`src/rtl/branch_pred_pkg.sv`:
```
// Shared types for the branch predictor initiator:
// FSM states and the queued branch record.
package branch_pred_pkg;

  localparam int PC_W_DEF = 10;

  typedef enum logic [1:0] {
    IDLE,
    PREDICT,
    RESOLVE,
    SETTLE
  } state_t;

  typedef struct packed {
    logic [PC_W_DEF-1:0] pc;
    logic                taken;
  } branch_rec_t;

endpackage

```
`src/rtl/branch_rec_fifo.sv`:
```
// Synchronous record FIFO with registered full/empty flags.
// The head entry is readable combinationally.
module branch_rec_fifo
  import branch_pred_pkg::*;
#(
  parameter int  DEPTH = 8,
  parameter type T     = branch_rec_t
) (
  input  logic clock,
  input  logic reset,
  input  logic push,
  input  T     wdata,
  input  logic pop,
  output T     rdata,
  output logic full,
  output logic empty
);

  localparam int AW = $clog2(DEPTH);

  T               mem [DEPTH];
  logic [AW-1:0]  wp;
  logic [AW-1:0]  rp;
  logic [AW:0]    cnt;
  logic [AW:0]    cnt_d;
  logic           do_push;
  logic           do_pop;

  assign do_push = push & ~full;
  assign do_pop  = pop & ~empty;
  assign cnt_d   = cnt + (AW+1)'(do_push)
                 - (AW+1)'(do_pop);
  assign rdata   = mem[rp];

  always_ff @(posedge clock or negedge reset) begin
    if (!reset) begin
      wp    <= '0;
      rp    <= '0;
      cnt   <= '0;
      full  <= 1'b0;
      empty <= 1'b1;
    end else begin
      wp    <= wp + AW'(do_push);
      rp    <= rp + AW'(do_pop);
      cnt   <= cnt_d;
      full  <= (cnt_d == (AW+1)'(DEPTH));
      empty <= (cnt_d == '0);
    end
  end

  always_ff @(posedge clock) begin
    if (do_push) mem[wp] <= wdata;
  end

endmodule

```
`src/rtl/branch_outcome_driver.sv`:
```
// Plays queued (pc, taken) records onto the predictor pins
// with a predict/resolve/settle cadence and scores results.
module branch_outcome_driver
  import branch_pred_pkg::*;
#(
  parameter int PC_W       = PC_W_DEF,
  parameter int DEPTH      = 8,
  parameter int PRED_LAT   = 4,
  parameter int SETTLE_LAT = 3,
  parameter int CNT_W      = 16
) (
  input  logic             clock,
  input  logic             reset,
  input  logic             in_valid,
  output logic             in_ready,
  input  logic [PC_W-1:0]  in_pc,
  input  logic             in_taken,
  output logic [PC_W-1:0]  PC,
  output logic             BranchTaken,
  output logic             resolve_valid,
  input  logic             PredictedBranch,
  output logic             busy,
  output logic             result_valid,
  output logic             result_correct,
  output logic [CNT_W-1:0] branch_count,
  output logic [CNT_W-1:0] mispredict_count
);

  typedef struct packed {
    logic [PC_W-1:0] pc;
    logic            taken;
  } rec_t;

  localparam int CMAX =
    (PRED_LAT > SETTLE_LAT) ? PRED_LAT : SETTLE_LAT;
  localparam int CCW  = $clog2(CMAX + 1);

  state_t          state;
  state_t          state_d;
  logic [CCW-1:0]  cnt;
  logic [CCW-1:0]  cnt_d;
  logic            pop;
  logic            full;
  logic            empty;
  rec_t            head;
  rec_t            wrec;
  logic [PC_W-1:0] pc_q;
  logic            taken_q;
  logic            pred_q;
  logic            pred_last;
  logic            settle_last;
  logic            in_resolve;

  assign wrec.pc    = in_pc;
  assign wrec.taken = in_taken;

  branch_rec_fifo #(
    .DEPTH (DEPTH),
    .T     (rec_t)
  ) u_fifo (
    .clock (clock),
    .reset (reset),
    .push  (in_valid),
    .wdata (wrec),
    .pop   (pop),
    .rdata (head),
    .full  (full),
    .empty (empty)
  );

  assign pred_last   = (int'(cnt) == PRED_LAT - 1);
  assign settle_last = (int'(cnt) == SETTLE_LAT - 1);
  assign in_resolve  = (state == RESOLVE);

  always_comb begin
    state_d = state;
    cnt_d   = cnt;
    pop     = 1'b0;
    unique case (state)
      IDLE: begin
        if (!empty) begin
          pop     = 1'b1;
          state_d = PREDICT;
          cnt_d   = '0;
        end
      end
      PREDICT: begin
        if (pred_last) begin
          state_d = RESOLVE;
          cnt_d   = '0;
        end else begin
          cnt_d = cnt + CCW'(1);
        end
      end
      RESOLVE: begin
        cnt_d   = '0;
        state_d = (SETTLE_LAT == 0) ? IDLE : SETTLE;
      end
      SETTLE: begin
        if (settle_last) begin
          cnt_d = '0;
          // Back-to-back records skip the IDLE bubble
          if (!empty) begin
            pop     = 1'b1;
            state_d = PREDICT;
          end else begin
            state_d = IDLE;
          end
        end else begin
          cnt_d = cnt + CCW'(1);
        end
      end
      default: state_d = IDLE;
    endcase
  end

  always_ff @(posedge clock or negedge reset) begin
    if (!reset) begin
      state            <= IDLE;
      cnt              <= '0;
      pc_q             <= '0;
      taken_q          <= 1'b0;
      pred_q           <= 1'b0;
      branch_count     <= '0;
      mispredict_count <= '0;
    end else begin
      state <= state_d;
      cnt   <= cnt_d;
      if (pop) begin
        pc_q    <= head.pc;
        taken_q <= head.taken;
      end
      if (state == PREDICT && pred_last) begin
        pred_q <= PredictedBranch;
      end
      if (in_resolve) begin
        if (branch_count != '1) begin
          branch_count <= branch_count + CNT_W'(1);
        end
        if (pred_q != taken_q
            && mispredict_count != '1) begin
          mispredict_count <= mispredict_count + CNT_W'(1);
        end
      end
    end
  end

  assign in_ready       = ~full;
  assign PC             = pc_q;
  assign BranchTaken    = in_resolve & taken_q;
  assign resolve_valid  = in_resolve;
  assign result_valid   = in_resolve;
  assign result_correct = in_resolve & (pred_q == taken_q);
  assign busy           = (state != IDLE);

endmodule

```
`config.mk`:
```
export PLATFORM = sky130hd
export DESIGN_NAME = branch_outcome_driver
export DESIGN_NICKNAME = d
export VERILOG_FILES = /design/src/rtl/branch_pred_pkg.sv /design/src/rtl/branch_rec_fifo.sv /design/src/rtl/branch_outcome_driver.sv
export SDC_FILE = /design/constraint.sdc
export NUM_CORES = 1
export LEC_CHECK = 0
export ABC_CLOCK_PERIOD_IN_PS = 2800
export CORE_UTILIZATION = 50
export DETAILED_ROUTE_END_ITERATION = 10
export PLACE_DENSITY_LB_ADDON = 0.12
export SYNTH_ARGS = -nofsm -noshare
export SYNTH_HDL_FRONTEND = slang
export SYNTH_SLANG_ARGS = --single-unit
```
`constraint.sdc`:
```
create_clock -name clock -period 2.8 [get_ports clock]
set_clock_uncertainty 0.05 [all_clocks]
set_input_delay 0.28 -clock clock [delete_from_list [all_inputs] [get_ports clock]]
set_output_delay 0.28 -clock clock [all_outputs]
set_load 0.01 [all_outputs]
```
==> results of run 1 <==
[layout by cell type, fill, tap and decap left out, drive strengths merged, types with 2 or more instances in the layout]
cell type and instances:
a21oi 5, clkinvlp 2, dfrtp 60, ha 20
nand4 18, or3 2, xor2 12, nor4 8
a32oi 2, inv 23, nor2 16, mux4 22
and2 3, and3 7, clkbuf 19, xnor2 19
nor3 6, mux2i 12, nand2b 7, nand3 7
edfxtp 88, nand2 24, o21ai 15, clkinv 5
a211o 2, nor2b 4, buf 22, mux2 6
clkdlybuf4s50 61
[synthesized netlist by cell type (2+ instances only)]
master     n
a32oi_1    2
dfrtp_1   60
edfxtp_1  88
nor3_1     6
nand3_1    7
xor2_1    12
a21oi_1    5
o21ai_0   14
buf_1      2
clkbuf_1   5
mux4_2    22
nor2b_1    4
nand4_1   18
nand2_1   23
a211o_1    2
mux2_2     3
ha_1      20
nor4_1     7
or3_1      2
nand2b_1   7
nor2_1    16
inv_1     18
and3_1     6
mux2_1     3
buf_2      2
mux2i_1   12
and2_1     3
xnor2_1   19
[kinds of logic after synthesis]
group | Yosys count | synth area share
compound gates | 30 | 0.0288
buf+inv | 29 | 0.0195
simple gates | 108 | 0.0943
mux | 40 | 0.109
fa+ha+maj | 21 | 0.0430
flops | 149 | 0.663
xor+xnor | 31 | 0.0431
[power breakdown]
part / leakage [uW] / total [uW] / internal [uW] / switching [uW]
combinational: 0.00117 / 2600 / 1360 / 1240
sequential: 0.00158 / 3130 / 2810 / 327
clock: 0.000264 / 2110 / 1230 / 882
total: 0.00302 / 7850 / 5390 / 2450
[repair_timing]
item                       CTS  global route
hold endpoints to repair    32             0
hold buffers                 1             0
buffers inserted             0             6
setup endpoints to repair    0             2
gates resized for setup      0            14
[path summary, 6_finish.rpt]
| path | slack (ps) | start | to | cells past startpoint |
|---|---|---|---|---|
| max in group asynchronous | 1690 | reset | mispredict_count[11] | 3 |
| setup reg to reg | 40 | cnt[0] | u_fifo.full | 13 |
| setup / recovery | 40 | cnt[0] | u_fifo.full | 13 |
| hold reg to reg | 430 | PC[8] | PC[8] | 2 |
| hold / removal | 430 | PC[8] | PC[8] | 2 |
| min in group asynchronous | 500 | reset | mispredict_count[2] | 3 |
[critical path: stages, from the launching register on]
cell and delay (ps):
dfrtp_1 380, inv_2 90, ha_4 150, nand3b_1 90, a211o_1 320, inv_2 90, ha_4 200, inv_2 60
ha_4 120, inv_2 40, fa_2 530, inv_2 40, or3_4 380, nor2b_1 120
[area by class of cell]
class	count	area, um^2
Multi-Input combinational cell	230	2070
Timing Repair Buffer	84	783
Sequential cell	149	4170
Tap cell	168	210
Clock inverter	13	123
Inverter	18	67.6
Fill cell	902	4310
Clock buffer	19	433
[stage by stage]
stage          power, uW  worst slack (ps)  hold slack [ps]  TNS, ps  area, um^2
4_1_cts             7700              38.0              428        0        7760
3_3_place_gp        5470               144              412        0        7190
2_1_floorplan       4680              9.14            -65.6        0        6320
6_report            7850              44.6              433        0        7860
3_5_place_dp        5550              66.0              423        0        7190
5_1_grt             8320             -27.5              448    -32.8        7860
[layer usage]
layer | track usage | wire [um] | share of wire | up-vias
met3 | 0.0561 | 498 | 0.044 | 26
met1 | 0.244 | 5020 | 0.44 | 1765
li1 | - | - | - | 1727
met2 | 0.307 | 5650 | 0.50 | 102
met4 | 0.0814 | 234 | 0.021 | 0
met5 | 0 | 0 | 0 | -
[registers in the layout, indices dropped and copies added, names as in the netlist]
signal            count
cnt                   3
taken_q               1
u_fifo.full           1
pred_q                1
PC                   10
branch_count         16
u_fifo.wp             3
state                 2
u_fifo.empty          1
u_fifo.mem           88
u_fifo.cnt            4
mispredict_count     16
u_fifo.rp             3
==> flow_metrics.env, run 1 <==
export IMPL_status="finished, final reports clean"
export IMPL_ant_nets=0
export IMPL_via_per_inst=5.32
export IMPL_synth_edf_count=88
export IMPL_peakVddDrop_uv=514
export IMPL_cts_max_path_buffers=2
export IMPL_cp_start_kind="register"
export IMPL_ys_seq_area_frac=0.663
export IMPL_die_h_um=114
export IMPL_final_hold_viol_count=0
export IMPL_power_density_nw_per_um2=999
export IMPL_arrival_ps=3060
export IMPL_first_global_vias=3639
export IMPL_end_kind="register"
export IMPL_core_area_um2=12200
export IMPL_dp_hpwl_um=7330
export IMPL_nNetsFinal=536
export IMPL_io_pins=63
export IMPL_syn_area_per_cell_um2=15.4
export IMPL_cp_max_fo=3
export IMPL_finalWeightedCongestion=0.825
export IMPL_vias=3620
export IMPL_hold_class="register to register"
export IMPL_cts_sinks=149
export IMPL_synth_fp_nets=444
export IMPL_layout_min_cycle_time_ps=2760
export IMPL_drive_gt1_frac=0.189
export IMPL_syn_area_um2=6290
export IMPL_path_clk_slew_ps=60
export IMPL_yosys_warnings=0
export IMPL_drtIter0Drc=263
export IMPL_timing_final_crit_share=0.984
export IMPL_dp_cells=642
export IMPL_path_class="register to register"
export IMPL_diodes=0
export IMPL_firstDrtPassIters=4
export IMPL_async_flop_share=0.409
export IMPL_drc=0
export IMPL_num_rows=40
export IMPL_maxCapViolations=0
export IMPL_cts_buffers=17
export IMPL_synth_seq_cells=149
export IMPL_fmax_ghz=0.363
export IMPL_io_buffers=62
export IMPL_clock_latency_ps=420
export IMPL_grt_pass1_wl_um=18400
export IMPL_synth_area_leaders="edfxtp_1 42%, dfrtp_1 24%, mux4_2 7.9%, ha_1 4.0%, xnor2_1 2.6%"
export IMPL_root_buffer="clkbuf_16"
export IMPL_wire_per_inst_um=16.7
export IMPL_grt_usage=0.191
export IMPL_worst_pin_slew_ps=769
export IMPL_dieWidth_um=114
export IMPL_dieArea_um2=13000
export IMPL_syn_inst=408
export IMPL_cts_tree="yes"
export IMPL_synthToLayoutAreaGrowth_pct=24.9
export IMPL_antenna_found_initial=0
export IMPL_totalWireLength_um=11400
export IMPL_setup_violations=0
export IMPL_grt_overflow_total=0
export IMPL_synth_cell_types=48
export IMPL_required_ps=3100
export IMPL_drv_slew=0
export IMPL_grt_max_degree=62
export IMPL_start_util=0.517
export IMPL_leakage_uw=0.00302
export IMPL_synth_flop_cell="edfxtp_1"
export IMPL_yosysTopAreaCell="edfxtp_1"
export IMPL_yosysTopAreaCellShare=0.420
export IMPL_final_util=0.646
export IMPL_relSlewSlack=0.488
export IMPL_cts_max_level=4
export IMPL_final_cells=681
Note: power is estimated with default switching activity, not from simulation.
==> inputs of run 2 (changes only) <==
--- a/config.mk
+++ b/config.mk
@@ -9,6 +9,7 @@
 export CORE_UTILIZATION = 50
 export DETAILED_ROUTE_END_ITERATION = 10
 export PLACE_DENSITY_LB_ADDON = 0.12
+export RECOVER_POWER = 100
 export SYNTH_ARGS = -nofsm -noshare
 export SYNTH_HDL_FRONTEND = slang
 export SYNTH_SLANG_ARGS = --single-unit
==> run 2 against run 1 <==
The flow now finishes with violations (capacitance limit). Register-to-register slack is essentially flat. Combinational power shrank 5%. Sequential power is essentially flat. Clock power is essentially flat. Via count grew 0.52%. Non-clock buffer count is the same. Cell count is the same. Die area is the same. Worst hold slack lost 4.9 ps. Worst setup slack gained 3.6 ps. Maximum frequency grew 0.13%. Flip-flop and latch count is the same.
==> flow_metrics.env, run 2 (synthesis gave the netlist of run 1 again) <==
export IMPL_p_comb_frac=0.319
export IMPL_root_buffer="clkbuf_16"
export IMPL_io_buffers=62
export IMPL_swShare=0.315
export IMPL_arrival_ps=3060
export IMPL_cts_tree="yes"
export IMPL_cp_start_kind="register"
export IMPL_leakage_uw=0.00307
export IMPL_violations="capacitance limit"
export IMPL_peakVddDrop_uv=515
export IMPL_cp_max_fo=3
export IMPL_diodes=0
export IMPL_fill_cells=913
export IMPL_drtIter0Drc=239
export IMPL_timing_final_crit_share=0.983
export IMPL_path_clk_slew_ps=60
export IMPL_finalWeightedCongestion=0.825
export IMPL_totalWireLength_um=11400
export IMPL_power_density_nw_per_um2=989
export IMPL_cpMaxStageDelayCell="fa_2"
export IMPL_antenna_found_initial=0
export IMPL_wire_per_inst_um=16.7
export IMPL_cts_sinks=149
export IMPL_hold_class="register to register"
export IMPL_die_h_um=114
export IMPL_core_area_um2=12200
export IMPL_seqPwrFrac=0.406
export IMPL_grt_max_degree=62
export IMPL_setup_violations=0
export IMPL_mostFrequentLayoutCell="edfxtp_1"
export IMPL_cts_max_path_buffers=2
export IMPL_vias=3639
export IMPL_fmax_ghz=0.363
export IMPL_dp_cells=642
export IMPL_grt_overflow_total=0
export IMPL_layout_min_cycle_time_ps=2750
export IMPL_cpMostUsedCell="inv_2"
export IMPL_ant_nets=0
export IMPL_internal_power_uw=5280
export IMPL_regMostFlops="u_fifo.mem"
export IMPL_via_per_inst=5.34
export IMPL_grt_pass1_wl_um=18400
export IMPL_p_sw_uw=2430
export IMPL_dieArea_um2=13000
export IMPL_drive_gt1_frac=0.166
export IMPL_largest_register_ffs=88
export IMPL_final_cells=681
export IMPL_power_uw=7710
export IMPL_fin_setup_tns_ps=0
export IMPL_grt_usage=0.191
export IMPL_most_common_layout_cells="88 x edfxtp_1, 60 x dfrtp_1, 60 x dlygate4sd3_1"
export IMPL_critPathMaxStageDelay_ps=530
export IMPL_p_clk_frac=0.274
export IMPL_required_ps=3100
export IMPL_worst_pin_slew_ps=1500
export IMPL_whs_ps=428
export IMPL_final_hold_viol_count=0
export IMPL_clock_latency_ps=430
export IMPL_num_rows=40
export IMPL_drv_slew=0
export IMPL_io_pins=63
export IMPL_nNetsFinal=536
export IMPL_drc=0
export IMPL_cts_buffers=17
export IMPL_cts_max_level=4
export IMPL_final_util=0.641
export IMPL_start_util=0.517
export IMPL_dieWidth_um=114
export IMPL_path_cells="inv_2 > ha_4 > nand3b_1 > a211o_1 > inv_2 > ha_4 > inv_2 > ha_4 > inv_2 > fa_2 > inv_2 > or3_4 > nor2b_1"
export IMPL_status="finished with violations"
export IMPL_firstDrtPassIters=4
export IMPL_maxCapViolations=1
export IMPL_dp_hpwl_um=7330
export IMPL_path_class="register to register"
export IMPL_end_kind="register"
export IMPL_relSlewSlack=0.00280
export IMPL_first_global_vias=3639
export IMPL_synthToLayoutAreaGrowth_pct=23.8
export IMPL_largestRegisters="u_fifo.mem x88, branch_count x16, mispredict_count x16"
==> run 2: timing repair <==
action,4_1_cts,5_1_grt
buffers inserted,0,6
endpoints found under the setup margin,0,2
hold buffers,1,0
gates resized for setup,0,14
hold endpoints to repair,32,0
==> run 2: worst max-delay path: cells and delay by family (launching register included) <==
kind	cells	cell delay (ps)
compound gates	1	320
fa+ha+maj	4	1010
buf+inv	5	320
flops	1	380
simple gates	3	590
==> run 2: layer usage <==
| layer | part of all wire | vias to the layer above | global-route usage |
|---|---|---|---|
| li1 | - | 1721 | - |
| met1 | 0.45 | 1801 | 0.244 |
| met2 | 0.50 | 93 | 0.307 |
| met3 | 0.040 | 24 | 0.0561 |
| met4 | 0.019 | 0 | 0.0814 |
| met5 | 0 | - | 0 |
==> run 2: final timing paths <==
check	cells after the start	endpoint	startpoint	slack [ps]
worst min-delay path	2	PC[8]	PC[8]	430
min in group asynchronous	3	mispredict_count[2]	reset	790
max in group asynchronous	3	branch_count[8]	reset	1010
worst max-delay path	13	u_fifo.full	cnt[0]	50
worst max register to register	13	u_fifo.full	cnt[0]	50
worst min register to register	2	PC[8]	PC[8]	430
==> run 2: per-stage QoR <==
| step | setup WS (ps) | area (um^2) |
|---|---|---|
| CTS | 38.0 | 7760 |
| global placement | 144 | 7190 |
| floorplan | 9.14 | 6320 |
| global route | -23.7 | 7790 |
| detailed placement | 66.0 | 7190 |
| finish | 48.2 | 7790 |
==> run 2: cell type report <==
class | instances | area, um^2 | area share
clock buffer | 19 | 433 | 0.0556
clock inverter | 13 | 123 | 0.0157
inverter | 18 | 67.6 | 0.00867
multi-input combinational | 230 | 2050 | 0.263
sequential | 149 | 4170 | 0.535
tap | 168 | 210 | 0.0270
timing repair buffer | 84 | 741 | 0.0951
==> run 2: power groups by stage <==
stage / registers (uW) / clock network (uW) / logic, uW
global placement: 3140 / 0 / 2330
floorplan: 3150 / 0 / 1530
global route: 3190 / 2250 / 2740
CTS: 3130 / 2160 / 2400
detailed placement: 3170 / 0 / 2380
finish: 3130 / 2110 / 2460
